--- config.mk ---
export PLATFORM = sky130hd
export DESIGN_NAME = mem_stage_ctrl_flat
export DESIGN_NICKNAME = d
export VERILOG_FILES = /design/src/rtl/mem_stage_ctrl_if.sv /design/src/rtl/mem_stage_ctrl.sv /design/src/flat_wrapper.sv
export SDC_FILE = /design/constraint.sdc
export NUM_CORES = 1
export LEC_CHECK = 0
export BUFFER_PORTS_ARGS = -buffer_cell sky130_fd_sc_hd__buf_2
export CORE_AREA = 2 2 240 242
export CTS_BUF_LIST = sky130_fd_sc_hd__clkbuf_16
export CTS_CLUSTER_DIAMETER = 30
export CTS_CLUSTER_SIZE = 14
export DETAILED_ROUTE_END_ITERATION = 6
export DIE_AREA = 0 0 242 244
export PLACE_DENSITY = 0.38
export SLEW_MARGIN = 20
export SYNTH_ARGS = -nofsm -noshare
export SYNTH_HDL_FRONTEND = slang
export SYNTH_SLANG_ARGS = --single-unit
--- constraint.sdc ---
create_clock -name clk -period 9.15 [get_ports clk]
set_clock_uncertainty 0.2 [all_clocks]
set_input_delay 0 -clock clk [delete_from_list [all_inputs] [get_ports clk]]
set_output_delay 0 -clock clk [all_outputs]
set_load 0.03 [all_outputs]
--- src/rtl/mem_stage_ctrl_if.sv ---
// Data-memory request/acknowledge bus between the MEM stage (master) and data memory (slave).
// Request is held until acknowledged; read data is valid only in the acknowledge cycle.
interface mem_stage_ctrl_if #(
    parameter int DATA_W = 64
);
    logic              dmem_req;
    logic              dmem_we;
    logic [DATA_W-1:0] dmem_addr;
    logic [7:0]        dmem_be;
    logic [DATA_W-1:0] dmem_wdata;
    logic              dmem_ack;
    logic [DATA_W-1:0] dmem_rdata;

    modport master (
        output dmem_req, dmem_we, dmem_addr, dmem_be, dmem_wdata,
        input  dmem_ack, dmem_rdata
    );

    modport slave (
        input  dmem_req, dmem_we, dmem_addr, dmem_be, dmem_wdata,
        output dmem_ack, dmem_rdata
    );
endinterface

--- src/rtl/mem_stage_ctrl.sv ---
// MEM stage: branch resolve, data-memory access with lane steering and timeout, MEM/WB register.
// Zero-wait ack retires in one cycle; otherwise mem_stall holds upstream until ack or timeout.
module mem_stage_ctrl #(
    parameter int DATA_W  = 64,
    parameter int RD_W    = 5,
    parameter int TIMEOUT = 255
) (
    input  logic              clk,
    input  logic              reset,
    input  logic              EX_MEM_Branch,
    input  logic              EX_MEM_MemRead,
    input  logic              EX_MEM_MemWrite,
    input  logic              EX_MEM_RegWrite,
    input  logic              EX_MEM_MemtoReg,
    input  logic              EX_MEM_Zero,
    input  logic              EX_MEM_Is_Greater,
    input  logic [3:0]        EX_MEM_funct_in,
    input  logic [RD_W-1:0]   EX_MEM_rd,
    input  logic [DATA_W-1:0] EX_MEM_ALU_Out,
    input  logic [DATA_W-1:0] EX_MEM_MUX_ForwardB,
    input  logic [DATA_W-1:0] EX_MEM_PC_Adder,
    mem_stage_ctrl_if.master  dmem,
    output logic              mem_stall,
    output logic              PCSrc,
    output logic [DATA_W-1:0] branch_target,
    output logic              misalign_err,
    output logic              bus_err,
    output logic              MEM_WB_RegWrite,
    output logic              MEM_WB_MemtoReg,
    output logic [RD_W-1:0]   MEM_WB_rd,
    output logic [DATA_W-1:0] MEM_WB_ReadData,
    output logic [DATA_W-1:0] MEM_WB_ALU_Out
);
    typedef enum logic {S_IDLE, S_BUSY} state_t;

    localparam logic [7:0] TO_CNT = 8'(TIMEOUT);

    state_t            r_state, w_state_nxt;
    logic [7:0]        r_cnt, w_cnt_nxt;
    logic              r_misalign_err, r_bus_err;
    logic              r_wb_regwrite, r_wb_memtoreg;
    logic [RD_W-1:0]   r_wb_rd;
    logic [DATA_W-1:0] r_wb_readdata, r_wb_alu;

    logic [2:0]        w_f3, w_off;
    logic [1:0]        w_size;
    logic              w_access, w_mis, w_misalign, w_go, w_req, w_timeout, w_cond;
    logic [7:0]        w_mask;
    logic [DATA_W-1:0] w_lane, w_load, w_wdata;
    logic              w_unused;

    assign w_f3     = EX_MEM_funct_in[2:0];
    assign w_size   = w_f3[1:0];
    assign w_off    = EX_MEM_ALU_Out[2:0];
    assign w_access = EX_MEM_MemRead | EX_MEM_MemWrite;
    assign w_unused = EX_MEM_funct_in[3];

    always_comb begin
        w_mis  = 1'b0;
        w_mask = 8'hFF;
        case (w_size)
            2'd0:    begin w_mis = 1'b0;         w_mask = 8'h01; end
            2'd1:    begin w_mis = w_off[0];     w_mask = 8'h03; end
            2'd2:    begin w_mis = |w_off[1:0];  w_mask = 8'h0F; end
            default: begin w_mis = |w_off;       w_mask = 8'hFF; end
        endcase
    end

    assign w_misalign = w_access & w_mis;
    // The cycle after a timeout the abandoned access is still in EX/MEM; skip it instead of retrying.
    assign w_go       = w_access & ~w_mis & ~r_bus_err;

    always_comb begin
        w_state_nxt = r_state;
        w_cnt_nxt   = r_cnt;
        w_req       = 1'b0;
        w_timeout   = 1'b0;
        case (r_state)
            S_IDLE: begin
                if (w_go) begin
                    w_req = 1'b1;
                    if (!dmem.dmem_ack) begin
                        w_state_nxt = S_BUSY;
                        w_cnt_nxt   = 8'd1;
                    end
                end
            end
            S_BUSY: begin
                w_req     = 1'b1;
                w_cnt_nxt = r_cnt + 8'd1;
                if (dmem.dmem_ack) begin
                    w_state_nxt = S_IDLE;
                    w_cnt_nxt   = 8'd0;
                end else if (w_cnt_nxt == TO_CNT) begin
                    w_timeout   = 1'b1;
                    w_state_nxt = S_IDLE;
                    w_cnt_nxt   = 8'd0;
                end
            end
            default: w_state_nxt = S_IDLE;
        endcase
        if (reset) w_req = 1'b0;
    end

    assign w_lane = dmem.dmem_rdata >> {w_off, 3'b000};

    always_comb begin
        w_load  = w_lane;
        w_wdata = EX_MEM_MUX_ForwardB;
        case (w_size)
            2'd0: begin
                w_load  = {{(DATA_W-8){~w_f3[2] & w_lane[7]}}, w_lane[7:0]};
                w_wdata = {(DATA_W/8){EX_MEM_MUX_ForwardB[7:0]}};
            end
            2'd1: begin
                w_load  = {{(DATA_W-16){~w_f3[2] & w_lane[15]}}, w_lane[15:0]};
                w_wdata = {(DATA_W/16){EX_MEM_MUX_ForwardB[15:0]}};
            end
            2'd2: begin
                w_load  = {{(DATA_W-32){~w_f3[2] & w_lane[31]}}, w_lane[31:0]};
                w_wdata = {(DATA_W/32){EX_MEM_MUX_ForwardB[31:0]}};
            end
            default: begin
                w_load  = w_lane;
                w_wdata = EX_MEM_MUX_ForwardB;
            end
        endcase
    end

    always_comb begin
        w_cond = 1'b0;
        case (w_f3)
            3'b000:  w_cond = EX_MEM_Zero;
            3'b001:  w_cond = ~EX_MEM_Zero;
            3'b100:  w_cond = ~EX_MEM_Is_Greater & ~EX_MEM_Zero;
            3'b101:  w_cond = EX_MEM_Is_Greater | EX_MEM_Zero;
            default: w_cond = 1'b0;
        endcase
    end

    assign PCSrc         = EX_MEM_Branch & w_cond;
    assign branch_target = EX_MEM_PC_Adder;
    assign mem_stall     = w_req & ~dmem.dmem_ack;

    assign dmem.dmem_req   = w_req;
    assign dmem.dmem_we    = w_req & EX_MEM_MemWrite;
    assign dmem.dmem_addr  = {EX_MEM_ALU_Out[DATA_W-1:3], 3'b000};
    assign dmem.dmem_be    = w_req ? (w_mask << w_off) : 8'h00;
    assign dmem.dmem_wdata = w_wdata;

    always_ff @(posedge clk or posedge reset) begin
        if (reset) begin
            r_state        <= S_IDLE;
            r_cnt          <= 8'd0;
            r_misalign_err <= 1'b0;
            r_bus_err      <= 1'b0;
            r_wb_regwrite  <= 1'b0;
            r_wb_memtoreg  <= 1'b0;
            r_wb_rd        <= '0;
            r_wb_readdata  <= '0;
            r_wb_alu       <= '0;
        end else begin
            r_state        <= w_state_nxt;
            r_cnt          <= w_cnt_nxt;
            r_misalign_err <= w_misalign;
            r_bus_err      <= w_timeout;
            if (mem_stall || w_misalign || (w_access && r_bus_err)) begin
                r_wb_regwrite <= 1'b0;
                r_wb_memtoreg <= 1'b0;
                r_wb_rd       <= '0;
                r_wb_readdata <= '0;
                r_wb_alu      <= '0;
            end else begin
                r_wb_regwrite <= EX_MEM_RegWrite;
                r_wb_memtoreg <= EX_MEM_MemtoReg;
                r_wb_rd       <= EX_MEM_rd;
                r_wb_readdata <= EX_MEM_MemRead ? w_load : '0;
                r_wb_alu      <= EX_MEM_ALU_Out;
            end
        end
    end

    assign misalign_err    = r_misalign_err;
    assign bus_err         = r_bus_err;
    assign MEM_WB_RegWrite = r_wb_regwrite;
    assign MEM_WB_MemtoReg = r_wb_memtoreg;
    assign MEM_WB_rd       = r_wb_rd;
    assign MEM_WB_ReadData = r_wb_readdata;
    assign MEM_WB_ALU_Out  = r_wb_alu;
endmodule

--- src/flat_wrapper.sv ---
// flat-port wrapper written by rule: the top's interface ports become plain ports
module mem_stage_ctrl_flat 
#(
    parameter int DATA_W  = 64,
    parameter int RD_W    = 5,
    parameter int TIMEOUT = 255
)
  (clk, reset, EX_MEM_Branch, EX_MEM_MemRead, EX_MEM_MemWrite, EX_MEM_RegWrite, EX_MEM_MemtoReg, EX_MEM_Zero, EX_MEM_Is_Greater, EX_MEM_funct_in, EX_MEM_rd, EX_MEM_ALU_Out, EX_MEM_MUX_ForwardB, EX_MEM_PC_Adder, mem_stall, PCSrc, branch_target, misalign_err, bus_err, MEM_WB_RegWrite, MEM_WB_MemtoReg, MEM_WB_rd, MEM_WB_ReadData, MEM_WB_ALU_Out, dmem_dmem_req, dmem_dmem_we, dmem_dmem_addr, dmem_dmem_be, dmem_dmem_wdata, dmem_dmem_ack, dmem_dmem_rdata);
  mem_stage_ctrl_if #(.DATA_W(DATA_W)) dmem_i ();
  input  logic clk;
  input  logic reset;
  input  logic EX_MEM_Branch;
  input  logic EX_MEM_MemRead;
  input  logic EX_MEM_MemWrite;
  input  logic EX_MEM_RegWrite;
  input  logic EX_MEM_MemtoReg;
  input  logic EX_MEM_Zero;
  input  logic EX_MEM_Is_Greater;
  input  logic [3:0] EX_MEM_funct_in;
  input  logic [RD_W-1:0] EX_MEM_rd;
  input  logic [DATA_W-1:0] EX_MEM_ALU_Out;
  input  logic [DATA_W-1:0] EX_MEM_MUX_ForwardB;
  input  logic [DATA_W-1:0] EX_MEM_PC_Adder;
  output logic mem_stall;
  output logic PCSrc;
  output logic [DATA_W-1:0] branch_target;
  output logic misalign_err;
  output logic bus_err;
  output logic MEM_WB_RegWrite;
  output logic MEM_WB_MemtoReg;
  output logic [RD_W-1:0] MEM_WB_rd;
  output logic [DATA_W-1:0] MEM_WB_ReadData;
  output logic [DATA_W-1:0] MEM_WB_ALU_Out;
  output wire logic [$bits(dmem_i.dmem_req)-1:0] dmem_dmem_req;
  output wire logic [$bits(dmem_i.dmem_we)-1:0] dmem_dmem_we;
  output wire logic [$bits(dmem_i.dmem_addr)-1:0] dmem_dmem_addr;
  output wire logic [$bits(dmem_i.dmem_be)-1:0] dmem_dmem_be;
  output wire logic [$bits(dmem_i.dmem_wdata)-1:0] dmem_dmem_wdata;
  input wire logic [$bits(dmem_i.dmem_ack)-1:0] dmem_dmem_ack;
  input wire logic [$bits(dmem_i.dmem_rdata)-1:0] dmem_dmem_rdata;
  assign dmem_dmem_req = dmem_i.dmem_req;
  assign dmem_dmem_we = dmem_i.dmem_we;
  assign dmem_dmem_addr = dmem_i.dmem_addr;
  assign dmem_dmem_be = dmem_i.dmem_be;
  assign dmem_dmem_wdata = dmem_i.dmem_wdata;
  assign dmem_i.dmem_ack = dmem_dmem_ack;
  assign dmem_i.dmem_rdata = dmem_dmem_rdata;
  mem_stage_ctrl #(.DATA_W(DATA_W), .RD_W(RD_W), .TIMEOUT(TIMEOUT)) u_core (.clk(clk), .reset(reset), .EX_MEM_Branch(EX_MEM_Branch), .EX_MEM_MemRead(EX_MEM_MemRead), .EX_MEM_MemWrite(EX_MEM_MemWrite), .EX_MEM_RegWrite(EX_MEM_RegWrite), .EX_MEM_MemtoReg(EX_MEM_MemtoReg), .EX_MEM_Zero(EX_MEM_Zero), .EX_MEM_Is_Greater(EX_MEM_Is_Greater), .EX_MEM_funct_in(EX_MEM_funct_in), .EX_MEM_rd(EX_MEM_rd), .EX_MEM_ALU_Out(EX_MEM_ALU_Out), .EX_MEM_MUX_ForwardB(EX_MEM_MUX_ForwardB), .EX_MEM_PC_Adder(EX_MEM_PC_Adder), .dmem(dmem_i), .mem_stall(mem_stall), .PCSrc(PCSrc), .branch_target(branch_target), .misalign_err(misalign_err), .bus_err(bus_err), .MEM_WB_RegWrite(MEM_WB_RegWrite), .MEM_WB_MemtoReg(MEM_WB_MemtoReg), .MEM_WB_rd(MEM_WB_rd), .MEM_WB_ReadData(MEM_WB_ReadData), .MEM_WB_ALU_Out(MEM_WB_ALU_Out));
endmodule
==> results of run 1 <==
[where the power goes]
group | switching, mW | internal [mW]
combinational | 0.452 | 0.227
sequential | 0.0165 | 0.685
clock | 0.321 | 0.355
total | 0.790 | 1.27
[cell usage in the layout (no fill, tap or decap), drive strengths merged, types with 3 or more instances in the layout]
cell type,n
nor2,37
a21oi,96
dlygate4sd3,185
or2,3
clkinvlp,3
o211ai,5
buf,497
mux2i,51
mux4,24
clkbuf,17
o21a,3
o21ai,41
nand2,109
nand3,6
a211oi,41
inv,34
nor2b,88
and3,8
mux2,12
a31oi,4
nor3,11
and2,10
diode,4
dfrtp,146
o22ai,11
clkinv,3
conb,3
a2bb2oi,7
[cells by family after synthesis]
group,count (synthesis),share of synthesized area (%)
buffers and inverters,234,16.0
adders and majority gates,2,0.275
AOI/OAI and AO/OA,224,15.0
DFF,146,40.2
other,1,0.0412
xor gates and xnor gates,3,0.289
and+or+nand+nor,280,15.2
muxes,87,13.0
[cell type report]
cell class,instances,area [um^2],area share (%)
Timing Repair Buffer,682,4380,32.1
Multi-Input combinational cell,599,4000,29.3
Sequential cell,146,3650,26.8
Tap cell,756,946,6.94
Clock buffer,17,425,3.12
Clock inverter,15,126,0.927
Inverter,25,98.8,0.725
Antenna cell,4,10.0,0.0734
[sequential cells by signal, summed over array words and instances (netlist names)]
register / flops
u_core.MEM_WB_ALU_Out: 64
u_core.bus_err: 1
u_core.r_state: 1
u_core.r_cnt: 8
u_core.MEM_WB_RegWrite: 1
u_core.MEM_WB_MemtoReg: 1
u_core.MEM_WB_rd: 5
u_core.MEM_WB_ReadData: 64
u_core.misalign_err: 1
[metrics by stage]
step	hold WS, ps	total power, mW	instance area, um^2	cells
global route	25.4	2.15	13600	2244
global placement	-200	1.30	11200	2023
finish	37.1	2.06	13600	2244
detailed placement	-200	1.30	11200	2023
CTS	4.78	2.09	13600	2240
floorplan	-84.7	1.14	9100	979
[path summary, 6_finish.rpt]
kind,from,end,cells past startpoint
min in group asynchronous,reset,u_core.MEM_WB_ReadData[7],3
worst max-delay path,EX_MEM_ALU_Out[1],dmem_dmem_be[6],10
max in group asynchronous,reset,u_core.MEM_WB_ALU_Out[0],4
worst max register to register,u_core.r_cnt[1],u_core.r_cnt[3],6
worst min register to register,u_core.r_cnt[7],u_core.r_cnt[7],1
worst min-delay path,dmem_dmem_rdata[38],u_core.MEM_WB_ReadData[38],5
[metal layers]
metal,routed length [um],vias up
met5,11,-
met4,1080,2
met3,2230,40
met2,25700,428
met1,18200,4546
li1,-,4206
[critical path: stages]
cell and delay [ps]:
dlygate4sd3_1 560, buf_2 180, buf_4 380, o21a_1 410, a2111oi_4 480, o21ai_1 90
buf_4 220, o21bai_1 180, a311oi_1 450, buf_2 280
==> impl_metrics.toml, run 1 <==
[finish]
fillers = 6211
fin_util_pct = 24.3
nNetsFinal = 1748
synthToLayoutAreaGrowth_pct = 50.0
drive_gt1_share_pct = 38.7

[logic_synthesis]
ys_types = 53
ys.flop_type = "dfrtp_1"
yosysTopAreaCellShare_pct = 40.2
synthArstFlopShare_pct = 100
syn_area_per_cell_um2 = 9.31
synth-seq-cells = 146
synthCells = 977
synth_edf_count = 0
yosysMostFrequentCell = "dfrtp_1"
synth_top_cells_by_count = "146 x dfrtp_1, 137 x buf_4, 109 x nand2_1, 96 x a21oi_1, 88 x nor2b_1"
yosys-top-cells-area = "dfrtp_1 40%, buf_4 11%, nor2b_1 6.1%"
synthesis.area_um2 = 9090
seq_area_frac_synth_pct = 40.2
post-synth-top-area-cell = "dfrtp_1"
yosys_warnings = 0

[global_routing]
gr-usage-met1_pct = 17.3
grt_pass1_wl_um = 66100
grt_usage_pct = 15.3
grtUsageMet3_pct = 2.51
antenna_found_initial = 6
grt_max_degree = 76
busiest_layer = "met2"
first_global_vias = 9606
overflow = 0
use_met2_pct = 29.1

[placed_design]
gp_congestion = 0.853
post-place-ws_ps = 5880
dp_hpwl_um = 36600
port_buffers = 483

[routing]
drcViolationCount = 0
vias = 9222
avgRoutedWirePerCell_um = 21.1
detail_route.vias_per_cell = 4.11
dr.pass1.iters = 4
antenna_left = 0
wirelength_um = 47200
drtIter0Drc = 441

[die]
start_util_pct = 16.2
fp.dieW_um = 242
die_h_um = 244
die-area_um2 = 59000
io_pins = 616
core_um2 = 56200
rows = 87

[flow_run]
maxCapViolCount = 0

[clock_network]
clk_pin_slew_ps = 70
postCtsHoldBufs = 185
h-tree-depth = 4
clockRootBuffer = "clkbuf_16"
cts_buffers = 17
cts_sinks = 146
clk_path_buf_depth = 2
post_cts_buffers = 0
clkLatencyLatePin_ps = 440
cts_tree = "done"
cts_resized = 0

[power]
ir_drop_uv = 121
power_density_nw_per_um2 = 151
leakage_nw = 6.72

[worst_setup_path]
worstSetupPathType = "in -> out"
r2r_setup_slack_ps = 6550
worst_ep_required_time_ps = 8950
arrival_ps = 3270
cp-end-kind = "primary output"
path_max_fanout = 70
cp-start-kind = "input pin"

[sta]
max_freq_mhz = 288
hold_viol_final = 0
finalSetupTns_ps = 0
setup_viol = 0
slew_violations = 0
period_needed_ps = 3470
fin_ws_ps = 5680
post-route-period-util_pct = 37.9
grt_setup_unrepaired = "false"
slew-limit-headroom_pct = 35.4
tightest_slew_ps = 969

[status]
status = "finished, final reports clean"

[min_path]
hold_class = "in -> reg"
(Power assumes the default switching activity.)
==> inputs of run 2 (changes only) <==
Clock period 9.15 ns to 3.4 ns, I/O delays scaled along.
==> impl_metrics.toml, run 2 (synthesis results as in run 1) <==
[power]
switching_power_mw = 2.12
combPwrFrac_pct = 32.7
power_density_nw_per_um2 = 407
swShare_pct = 37.7
ir_drop_uv = 325
internal_power_mw = 3.50
clockPowerShare_pct = 33.6
leakage_nw = 6.78
totalPowerFinal_mw = 5.61
p_seq_share_pct = 33.6

[min_path]
hold_class = "in -> reg"
min_from = "dmem_dmem_rdata[43]"
hold_depth = 5
holdPathEnd = "u_core.MEM_WB_ReadData[19]"

[clock_network]
clk_path_buf_depth = 2
cts_tree = "done"
clk_pin_slew_ps = 70
clockRootBuffer = "clkbuf_16"
cts_buffers = 17
cts_sinks = 146
clkLatencyLatePin_ps = 440
h-tree-depth = 4

[routing]
drtIter0Drc = 555
wirelength_um = 47600
detail_route.vias_per_cell = 4.11
avgRoutedWirePerCell_um = 21.1
drcViolationCount = 0
vias = 9290
dr.pass1.iters = 5
antenna_left = 0

[sta]
period_needed_ps = 3140
finalSetupTns_ps = 0
hold_viol_final = 0
max_freq_mhz = 318
tightest_slew_ps = 965
grt_setup_unrepaired = "false"
post-route-period-util_pct = 92.5
slew_violations = 0
setup_viol = 0
slew-limit-headroom_pct = 35.3

[die]
die_h_um = 244
rows = 87
io_pins = 616
die-area_um2 = 59000
fp.dieW_um = 242
start_util_pct = 16.2
core_um2 = 56200

[worst_setup_path]
path_delay_family = "buffers and inverters"
worstSetupPathType = "in -> reg"
arrival_ps = 3230
cp-start-kind = "input pin"
worst_ep_required_time_ps = 3490
crit_top_cell = "dlygate4sd3_1"
r2r_setup_slack_ps = 860
path_max_fanout = 48
cp-end-kind = "flip-flop"
slowest_delay_ps = 570
rr_startpoint = "u_core.r_cnt[1]"
ff2ff_path_depth = 6
crit_buf_inv = 3
cp.depth = 8
crit_slowest_cell = "dlygate4sd3_1"
cp_cell_sequence = "dlygate4sd3_1 -> buf_4 -> mux4_2 -> dlygate4sd3_1 -> mux2i_1 -> or3_4 -> and2_4 -> a21oi_1"
worst_r2r_endpoint = "u_core.r_cnt[3]"

[global_routing]
grt_usage_pct = 15.6
grt_max_degree = 147
first_global_vias = 9621
overflow = 0
antenna_found_initial = 14
grt_pass1_wl_um = 67000

[finish]
fin_area_um2 = 13800
drive_gt1_share_pct = 39.3
final_common_cell = "buf_2"
layout_common_cells = "481 x buf_2, 189 x dlygate4sd3_1, 146 x dfrtp_1, 109 x nand2_1, 96 x a21oi_1"
synthToLayoutAreaGrowth_pct = 51.8
fillers = 6149
nNetsFinal = 1759

[placed_design]
dp_hpwl_um = 36700
port_buffers = 483
placed_cell_area_um2 = 11300
gp_congestion = 0.809

[flow_run]
maxCapViolCount = 0

[status]
status = "finished, final reports clean"
==> run 2: changes by cell type in the layout (fill, tap and decap cells not counted), sizes merged <==
cell	change
dlygate4sd3	+4
bufinv	+1
buf	+7
clkinvlp	+1
diode	+4
clkinv	+2
inv	-4
==> run 2: power by group through the flow <==
stage               sequential, mW  combinational (mW)  clock, mW
finish                        1.89                1.84       1.89
global route                  1.90                1.95       2.03
CTS                           1.89                1.86       1.96
detailed placement            1.92                1.58          0
global placement              1.92                1.58          0
floorplan                     2.12               0.943          0
==> run 2: tightest hold or removal path: cells and delay by family <==
kind | cells | cell delay (ps)
AOI/OAI and AO/OA | 2 | 350
muxes | 1 | 120
buffers and inverters | 1 | 100
and+or+nand+nor | 1 | 80
==> run 2: how the worst max path moves through the flow <==
stage          slack, ps              start                         end
2_1_floorplan       -150              reset                dmem_dmem_we
3_3_place_gp         700  EX_MEM_ALU_Out[2]  u_core.MEM_WB_ReadData[56]
3_5_place_dp         640  EX_MEM_ALU_Out[2]  u_core.MEM_WB_ReadData[61]
4_1_cts              130  EX_MEM_ALU_Out[0]  u_core.MEM_WB_ReadData[61]
5_1_grt              100  EX_MEM_ALU_Out[0]  u_core.MEM_WB_ReadData[46]
6_report             260  EX_MEM_ALU_Out[0]  u_core.MEM_WB_ReadData[46]
==> run 2: routing by layer <==
layer	global-route usage, %	share of wire (%)	vias up
met2	27.7	52	465
met3	2.62	4.8	72
li1	-	-	4232
met5	0	0.048	-
met1	17.8	39	4517
met4	8.30	4.2	4
==> run 2: area by class of cell <==
type                       count  area [um^2]  share of cell area, %
clock inverter                15          149                   1.08
sequential                   146         3650                   26.5
clock buffer                  17          425                   3.08
antenna                        8         20.0                  0.145
timing repair buffer         693         4500                   32.6
inverter                      25         97.6                  0.707
tap                          756          946                   6.85
multi-input combinational    599         4010                   29.1
==> run 2: timing repair <==
action / 4_1_cts / 5_1_grt
resized for setup: 0 / 1
endpoints found under the setup margin: 0 / 21
buffers inserted: 0 / 0
endpoints found under the hold margin: 332 / 8
hold buffers: 188 / 1
==> run 2: metrics by stage <==
stage / hold WS (ps) / cells / setup WS [ps] / utilization (%)
after floorplan: -84.7 / 979 / -153 / -
after global placement: -200 / 2030 / 702 / 20.1
after detailed placement: -200 / 2030 / 637 / 20.1
after CTS: 1.08 / 2250 / 135 / 24.5
after global routing: 46.6 / 2258 / 97.2 / 24.6
final: 53.5 / 2259 / 257 / 24.6
